--- src/rtl/nbitexp_pkg.sv ---
// Shared definitions for the nbitexp exponential approximator.
package nbitexp_pkg;

  typedef enum logic [2:0] {
    S_IDLE = 3'd0,
    S_MUL  = 3'd1,
    S_DIV  = 3'd2,
    S_ACC  = 3'd3,
    S_DONE = 3'd4
  } state_e;

endpackage

--- src/rtl/nbitdiv_seq.sv ---
// Sequential restoring divider: one quotient bit per cycle, MSB first.
// The first step runs on the load edge, so ready pulses WIDTH cycles later.
module nbitdiv_seq #(
  parameter int WIDTH = 6
) (
  input  logic             clk,
  input  logic             rst,
  input  logic             load,
  input  logic [WIDTH-1:0] dividend,
  input  logic [WIDTH-1:0] divisor,
  output logic [WIDTH-1:0] quotient,
  output logic [WIDTH-1:0] remainder,
  output logic             ready
);

  localparam int CW = $clog2(WIDTH + 1);

  logic [WIDTH-1:0]   rem_q, quo_q, dvs_q;
  logic [CW-1:0]      cnt_q;
  logic               ready_q;
  logic [2*WIDTH-1:0] step_d;

  // quo carries the remaining dividend bits out of its MSB and shifts
  // quotient bits in at its LSB.
  function automatic logic [2*WIDTH-1:0] div_step(input logic [WIDTH-1:0] rem,
                                                 input logic [WIDTH-1:0] quo,
                                                 input logic [WIDTH-1:0] dvs);
    logic [WIDTH:0] shifted;
    logic [WIDTH:0] diff;
    shifted = {rem, quo[WIDTH-1]};
    diff    = shifted - {1'b0, dvs};
    if (!diff[WIDTH])
      div_step = {diff[WIDTH-1:0], quo[WIDTH-2:0], 1'b1};
    else
      div_step = {shifted[WIDTH-1:0], quo[WIDTH-2:0], 1'b0};
  endfunction

  always_comb begin
    step_d = '0;
    if (load)
      step_d = div_step('0, dividend, divisor);
    else
      step_d = div_step(rem_q, quo_q, dvs_q);
  end

  always_ff @(posedge clk) begin
    if (rst) begin
      cnt_q   <= '0;
      ready_q <= 1'b0;
    end else begin
      ready_q <= 1'b0;
      if (load) begin
        cnt_q <= CW'(WIDTH - 1);
      end else if (cnt_q != '0) begin
        cnt_q   <= cnt_q - CW'(1);
        ready_q <= (cnt_q == CW'(1));
      end
    end
  end

  always_ff @(posedge clk) begin
    if (load) begin
      {rem_q, quo_q} <= step_d;
      dvs_q          <= divisor;
    end else if (cnt_q != '0) begin
      {rem_q, quo_q} <= step_d;
    end
  end

  assign quotient  = quo_q;
  assign remainder = rem_q;
  assign ready     = ready_q;

endmodule

--- src/rtl/nbitexp.sv ---
// Multi-cycle truncated-Taylor e^x approximator with start/done handshake.
// Build option NBITEXP_SAT_EN: saturate out to all ones on overflow.
module nbitexp
  import nbitexp_pkg::*;
#(
  parameter int WIDTH = 6,
  parameter int TERMS = 2
) (
  input  logic             clk,
  input  logic             rst,
  input  logic             start,
  input  logic [WIDTH-1:0] ain,
  output logic             busy,
  output logic             done,
  output logic [WIDTH-1:0] out,
  output logic             overflow
);

  localparam int KW = $clog2(TERMS + 1);

`ifdef NBITEXP_SAT_EN
  localparam bit SAT_EN = 1'b1;
`else
  localparam bit SAT_EN = 1'b0;
`endif

  state_e             state_q;
  logic [WIDTH-1:0]   x_q, term_q, sum_q;
  logic [KW-1:0]      k_q;
  logic               done_q, ovf_out_q;
  logic [WIDTH-1:0]   out_q;

  logic [2*WIDTH-1:0] prod;
  logic               mul_ovf;
  logic               div_load, div_ready;
  logic [WIDTH-1:0]   div_quo, div_rem_unused;
  logic [WIDTH:0]     acc_sum;

  function automatic logic [WIDTH-1:0] result_f(input logic [WIDTH-1:0] s,
                                               input logic ovf);
    result_f = (ovf && SAT_EN) ? '1 : s;
  endfunction

  assign prod     = (2*WIDTH)'(term_q) * (2*WIDTH)'(x_q);
  assign mul_ovf  = |prod[2*WIDTH-1:WIDTH];
  assign div_load = (state_q == S_MUL) && !mul_ovf;
  assign acc_sum  = {1'b0, sum_q} + {1'b0, div_quo};

  nbitdiv_seq #(.WIDTH(WIDTH)) u_div (
    .clk       (clk),
    .rst       (rst),
    .load      (div_load),
    .dividend  (prod[WIDTH-1:0]),
    .divisor   (WIDTH'(k_q)),
    .quotient  (div_quo),
    .remainder (div_rem_unused),
    .ready     (div_ready)
  );

  // Results are registered on entry to DONE so done, out and overflow align.
  always_ff @(posedge clk) begin
    if (rst) begin
      state_q   <= S_IDLE;
      done_q    <= 1'b0;
      out_q     <= '0;
      ovf_out_q <= 1'b0;
    end else begin
      done_q <= 1'b0;
      case (state_q)
        S_IDLE: begin
          if (start) begin
            x_q     <= ain;
            term_q  <= WIDTH'(1);
            sum_q   <= WIDTH'(1);
            k_q     <= KW'(1);
            state_q <= S_MUL;
          end
        end
        S_MUL: begin
          if (mul_ovf) begin
            done_q    <= 1'b1;
            out_q     <= result_f(sum_q, 1'b1);
            ovf_out_q <= 1'b1;
            state_q   <= S_DONE;
          end else begin
            state_q <= S_DIV;
          end
        end
        S_DIV: begin
          if (div_ready)
            state_q <= S_ACC;
        end
        S_ACC: begin
          sum_q <= acc_sum[WIDTH-1:0];
          if (acc_sum[WIDTH]) begin
            done_q    <= 1'b1;
            out_q     <= result_f(acc_sum[WIDTH-1:0], 1'b1);
            ovf_out_q <= 1'b1;
            state_q   <= S_DONE;
          end else if (div_quo == '0 || k_q == KW'(TERMS)) begin
            done_q    <= 1'b1;
            out_q     <= result_f(acc_sum[WIDTH-1:0], 1'b0);
            ovf_out_q <= 1'b0;
            state_q   <= S_DONE;
          end else begin
            k_q     <= k_q + KW'(1);
            term_q  <= div_quo;
            state_q <= S_MUL;
          end
        end
        S_DONE:  state_q <= S_IDLE;
        default: state_q <= S_IDLE;
      endcase
    end
  end

  assign busy     = (state_q != S_IDLE);
  assign done     = done_q;
  assign out      = out_q;
  assign overflow = ovf_out_q;

endmodule

--- config.mk ---
export PLATFORM = sky130hd
export DESIGN_NAME = nbitexp
export DESIGN_NICKNAME = d
export VERILOG_FILES = /design/src/rtl/nbitexp_pkg.sv /design/src/rtl/nbitdiv_seq.sv /design/src/rtl/nbitexp.sv
export SDC_FILE = /design/constraint.sdc
export NUM_CORES = 1
export LEC_CHECK = 0
export CORE_MARGIN = 2
export CORE_UTILIZATION = 25
export DETAILED_ROUTE_END_ITERATION = 12
export PLACE_DENSITY = 0.38
export SKIP_LAST_GASP = 1
export SLEW_MARGIN = 10
export SYNTH_ARGS = -nofsm -noshare
export SYNTH_HDL_FRONTEND = slang
export SYNTH_HIERARCHICAL = 1
export SYNTH_SLANG_ARGS = --single-unit
--- constraint.sdc ---
create_clock -name clk -period 5.72 [get_ports clk]
set_clock_uncertainty 0.05 [all_clocks]
set_input_delay 0.858 -clock clk [delete_from_list [all_inputs] [get_ports clk]]
set_output_delay 0.858 -clock clk [all_outputs]
set_load 0.01 [all_outputs]
== After elaboration in Yosys (flattened, before gate mapping) ==
Cells that the tools add are included.

* Add/sub/neg operators: 5
* Multipliers: 1
* Equality and inequality tests: 11
* Multiplexer cells: 36
* Bitwise logic cells: 2
* Reductions and logical operators: 18

{| class="wikitable"
|+ Operators with widths
! operator !! number
|-
| 6-bit two-way mux || 10
|-
| 12-bit two-way mux || 3
|-
| 6-bit one-hot mux with 2 select lines || 3
|-
| 3-bit two-way mux || 7
|-
| 6-bit by 6-bit multiplier with 12-bit output || 1
|-
| 3-bit one-hot mux with 4 select lines || 1
|-
| 3-bit AND reduction || 3
|-
| 2-bit != test, second input constant || 4
|-
| 6-bit by 6-bit adder with 7-bit output || 1
|-
| 7-bit by 2-bit subtractor with 7-bit output || 1
|-
| 3-bit by 1-bit == test with 1-bit output, second input constant || 2
|-
| 3-bit by 2-bit == test with 1-bit output, second input constant || 2
|-
| 6-bit logical NOT || 1
|-
| 1-bit two-way mux || 6
|-
| 2-bit two-way mux || 3
|-
| 2-bit nonzero test || 3
|-
| 3-bit nonzero test || 2
|-
| 6-bit OR reduction || 1
|-
| 5-bit AND reduction || 1
|-
| 1-bit one-hot mux with 2 select lines || 2
|-
| 2-bit one-hot mux with 2 select lines || 1
|-
| 3-bit logical NOT || 1
|-
| 3-bit != test, second input constant || 1
|-
| 3-bit OR reduction || 1
|-
| other kinds (11) || 12
|}

* Register bits: 49
* Output and inout port bits: 9

== Logic depth before layout (Yosys ltp) ==
* Word-level depth: 7
* Gate-level depth with buffers: 18
* Depth with buffers taken out: 18

== Cells and area by module ==
The synthesis kept the hierarchy.

{| class="wikitable"
|+ Modules (own cells, without submodules)
! module !! times used !! cells each !! area an instance (um2)
|-
| nbitexp || 1 || 291 || 2781.4
|-
| nbitdiv_seq || 1 || 124 || 1385.1
|}

== Least setup slack after synthesis ==
Ideal clock, no wire load.

* Path kind: register to register
* From: register term_q[2]
* To: register u_div.quo_q[0] (netlist: u_div/quotient[0]) (enable)
* Setup time: 0.350 ns
* Arrival time: 4.841 ns
* Setup slack: 0.479 ns
* Cell stages (with the launch flop): 17
* Buffers on the path: 2
* Period minus slack after synthesis: 5.241 ns
* Path through: edfxtp_1 nand2_1 fa_1 inv_1 fa_1 fa_1 ha_1 and3_1 a221oi_2 mux2i_2 inv_2 nor3_1 and2_1 clkbuf_1 clkbuf_1 nor2_1 nand2_1

* Cells in the longest elaborated chain, start to end: 5

{| class="wikitable"
|+ Ends and longest elaborated chain
! element !! RTL line !! source
|-
| start: declaration || nbitexp.sv:28 || <nowiki>logic [WIDTH-1:0] x_q, term_q, sum_q;</nowiki>
|-
| start signal: assignment || nbitexp.sv:107 || <nowiki>term_q <= div_quo;</nowiki>
|-
| 6-bit by 6-bit multiplier with 12-bit output || nbitexp.sv:44 || <nowiki>assign prod = (2*WIDTH)'(term_q) * (2*WIDTH)'(x_q);</nowiki>
|-
| 6-bit OR reduction || nbitexp.sv:45 || <nowiki>assign mul_ovf = |prod[2*WIDTH-1:WIDTH];</nowiki>
|-
| 1-bit logical NOT || nbitexp.sv:46 || <nowiki>assign div_load = (state_q == S_MUL) && !mul_ovf;</nowiki>
|-
| 1-bit logical AND || nbitexp.sv:46 ||
|-
| net div_load || nbitexp.sv:35 || <nowiki>logic div_load, div_ready;</nowiki>
|-
| 2-bit nonzero test (no source line) || -- ||
|-
| end signal: assignment || nbitdiv_seq.sv:63 || <nowiki>{rem_q, quo_q} <= step_d;</nowiki>
|-
| end signal: assignment || nbitdiv_seq.sv:66 || <nowiki>{rem_q, quo_q} <= step_d;</nowiki>
|-
| end: declaration || nbitdiv_seq.sv:18 || <nowiki>logic [WIDTH-1:0] rem_q, quo_q, dvs_q;</nowiki>
|}

The timed path passes the listed nets, and every way through them passes these cells.
A chain may end at the register's enable or synchronous reset.

== Final worst setup path ==
* From: register term_q[1]
* To: register u_div.rem_q[3] (netlist: u_div/remainder[3]) (data pin)

* Cells in the longest elaborated chain, start to end: 7
* Elaborated cells on any way between the ends: 9

{| class="wikitable"
|+ Ends and longest elaborated chain
! element !! RTL line !! source
|-
| 6-bit by 6-bit multiplier with 12-bit output (*) || nbitexp.sv:44 ||
|-
| 6-bit OR reduction (*) || nbitexp.sv:45 ||
|-
| 1-bit logical NOT (*) || nbitexp.sv:46 ||
|-
| 1-bit logical AND (*) || nbitexp.sv:46 ||
|-
| net div_load || nbitexp.sv:35 ||
|-
| 12-bit two-way mux (*) || nbitdiv_seq.sv:40 || <nowiki>if (load)</nowiki>
|-
| net u_div.step_d[9] || nbitdiv_seq.sv:21 || <nowiki>logic [2*WIDTH-1:0] step_d;</nowiki>
|-
| 6-bit two-way mux || nbitdiv_seq.sv:65 || <nowiki>end else if (cnt_q != '0) begin</nowiki>
|-
| 6-bit two-way mux (*) || nbitdiv_seq.sv:62 || <nowiki>if (load) begin</nowiki>
|-
| end signal: assignment || nbitdiv_seq.sv:63 ||
|-
| end signal: assignment || nbitdiv_seq.sv:66 ||
|-
| end: declaration || nbitdiv_seq.sv:18 ||
|}

The timed path passes the listed nets; every way through them passes the cells marked *. The select of a mux whose other input is x is not followed.

==> impl_metrics.py <==
metrics = {
    "worst_setup_path": {
        "cp.arrival_ps": 5260,
        "crit_family": "adder cells",
        "cp-start-kind": "register",
        "crit_chain": "nand2_1 -> fa_1 -> fa_1 -> fa_1 -> inv_1 -> ha_1 -> and3_1 -> a221oi_2 -> mux2i_2 -> inv_2 -> nor3_1 -> and2_1 -> buf_4 -> buf_4 -> nor2b_1 -> nand4_1 -> o311ai_2",
        "critPathSlowestCell": "fa_1",
        "crit_path_max_fanout": 9,
        "end_kind": "register",
        "cp.required_ps": 5680,
        "worstSetupPathType": "register to register",
        "critical-path-max-stage-delay_ps": 550,
        "path_common_cell": "fa_1",
        "path_buf_inv": 4,
    },
    "die": {
        "coreArea_um2": 16400,
        "pin_count": 18,
        "dieArea_um2": 17700,
        "die_w_um": 133,
        "rows": 47,
        "initial_core_util_pct": 25.4,
        "die_h_um": 133,
    },
    "sta": {
        "worstMarginPinSlew_ps": 789,
        "period_share_pct": 92.6,
        "hold_violations": 0,
        "setup_tns_ps": 0,
        "whs_ps": 462,
        "period_minus_slack_ps": 5300,
        "rsz0062_at_grt": "no",
        "fmaxAchievable_mhz": 189,
        "setup_viol": 0,
        "slew_headroom_pct": 47.2,
        "drv_slew": 0,
        "fin_ws_ps": 421,
    },
    "power": {
        "vdd_drop_max_uv": 132,
        "powerDensity_nw_per_um2": 396,
        "p_seq_share_pct": 32.1,
        "swShare_pct": 40.8,
        "leakage_nw": 1.96,
        "p_int_w": 0.00113,
        "p_clk_share_pct": 17.6,
        "switching_power_w": 0.000777,
        "combPwrFrac_pct": 50.3,
    },
    "clocking": {
        "postCtsHoldBufs": 0,
        "htree_levels": 2,
        "cts_tree": "built",
        "cts_setup_buffers": 0,
        "clk_latency_ps": 310,
        "clock_path_buffers": 2,
        "cts.sinks": 53,
        "path_clk_slew_ps": 80,
        "post_cts_resize_count": 0,
        "cts_buffers": 5,
        "cts-root-buf": "clkbuf_16",
    },
    "logic_synthesis": {
        "ys.flop_type": "edfxtp_1",
        "synth_xor_xnor_area_share_pct": 1.47,
        "synth-adder-area-share_pct": 20.5,
        "synth-edff-count": 38,
        "yosysWarnings": 6,
        "synth_cells": 415,
        "netlist_area_um2": 4170,
        "synth_compound_area_share_pct": 15.7,
        "muxShareOfSynthArea_pct": 2.88,
        "avgSynthCellArea_um2": 10.0,
        "yosys.area_share.simple_pct": 19.9,
        "synth_cell_types": 70,
        "ys_ff_latch": 53,
        "synth_top_family_by_area": "adder cells",
        "synthArstFlopShare_pct": 0,
        "seq_area_frac_synth_pct": 34.6,
    },
    "cells_and_area": {
        "diodes": 0,
        "area_growth_pct": 15.5,
        "multi_input_area_um2": 2550,
        "final_cell_mix": "inv_1 (46), ha_1 (38), edfxtp_1 (38), nor2_1 (33), nand2_1 (30)",
        "seq_area_um2": 1440,
        "fill_cells": 1735,
        "final_area_um2": 4810,
        "drive_above_1_share_pct": 8.50,
        "layout.nets": 512,
        "layout_commonest_cell": "inv_1",
    },
    "routing": {
        "drt_pass1_iterations": 4,
        "ant_nets": 0,
        "wirelength_um": 10000,
        "viasPerCell": 4.60,
        "drc": 0,
        "vias": 3071,
        "post_drt_wl_per_cell_um": 15.0,
        "drt_iter0_markers": 109,
    },
    "outcome": {
        "status": "finished clean",
    },
    "placement": {
        "gp_congestion": 0.748,
        "pre_cts_ws_ps": 423,
        "dp_hpwl_um": 7880,
        "port_buffers": 17,
        "dpl_cell_area_um2": 4660,
    },
    "grt": {
        "grt_pass1_vias": 3162,
        "gr-total-overflow": 0,
        "antenna_found_initial": 0,
        "grt_max_degree": 21,
        "grt_pass1_wl_um": 16500,
        "grt_use_total_pct": 11.8,
    },
    "job": {
        "cap_violations": 0,
    },
    "worst_hold_path": {
        "worstHoldPathType": "register to register",
    },
}
==> sequential cells by signal, indices dropped and copies added, names as in the netlist <==
name             cells
out                  6
sum_q                6
term_q               6
u_div/dvs_q          6
u_div/quotient       6
u_div/remainder      6
x_q                  6
state_q              3
u_div/cnt_q          3
k_q                  2
done                 1
overflow             1
u_div/ready          1
==> metrics by stage <==
stage	total power [W]	instances	utilization [%]
after floorplan	0.00131	423	-
after global placement	0.00159	659	28.4
after detailed placement	0.00158	659	28.4
after CTS	0.00193	667	29.3
after global routing	0.00207	667	29.3
final	0.00190	667	29.3
==> cells in the mapped netlist (all sizes together), types with 6 or more instances <==
cell type	n	share of area, %
inv	47	4.2
nor2b	8	1.2
edfxtp	38	27
nand2	30	2.7
fa	19	9.1
and2	26	3.9
a21oi	13	1.7
a211oi	7	1.7
ha	38	11
dfxtp	15	7.2
nand3	6	0.84
a21o	9	1.7
a31oi	6	0.90
nor2	33	3.0
o21ai	9	1.1
nand4	7	1.1
mux2i	6	1.5
nand2b	11	1.7
==> worst register-to-register path, stage by stage (launching register included) <==
cell      delay [ps]
edfxtp_1         500
nand2_1          130
fa_1             520
fa_1             530
fa_1             550
inv_1             40
ha_1             350
and3_1           210
a221oi_2         300
mux2i_2          370
inv_2            110
nor3_1           340
and2_1           370
buf_4            220
buf_4            150
nor2b_1           50
nand4_1          100
o311ai_2         110
==> power groups by stage <==
stage	Combinational, W	Sequential [W]	Clock, W
3_5_place_dp	0.000955	0.000622	0
3_3_place_gp	0.000968	0.000624	0
5_1_grt	0.00108	0.000624	0.000361
2_1_floorplan	0.000722	0.000593	0
4_1_cts	0.000965	0.000614	0.000349
6_report	0.000957	0.000611	0.000335
==> worst paths after layout <==
kind / endpoint / from / slack (ps) / cells after the start
max reg2reg: u_div/remainder[3] / term_q[1] / 420 / 17
min: u_div/cnt_q[1] / u_div/cnt_q[1] / 460 / 2
max: u_div/remainder[3] / term_q[1] / 420 / 17
min reg2reg: u_div/cnt_q[1] / u_div/cnt_q[1] / 460 / 2
==> per-layer routing <==
| metal | part of all wire (%) | vias up | GRT usage, % |
|---|---|---|---|
| li1 | - | 1549 | - |
| met1 | 50 | 1483 | 15.9 |
| met2 | 47 | 32 | 19.8 |
| met3 | 2.0 | 7 | 1.64 |
| met4 | 1.3 | 0 | 3.55 |
| met5 | 0 | - | 0 |
==> cell families (layout without fill, tap and decap cells) <==
group                      count (synthesis)  count (layout)
AOI/OAI and AO/OA                         80              80
and+or+nand+nor                          153             153
buffers and inverters                     53              77
muxes                                     11              11
DFF                                       53              53
other                                      1               9
adders and majority gates                 57              57
xor gates and xnor gates                   7               7
==> area by class of cell <==
class	instances	area share [%]
Tap cell	220	5.72
Sequential cell	53	30.0
Timing Repair Buffer	22	4.32
Inverter	47	3.67
Multi-Input combinational cell	317	53.1
Clock buffer	6	2.89
Clock inverter	2	0.364
(Power assumes the default switching activity.)
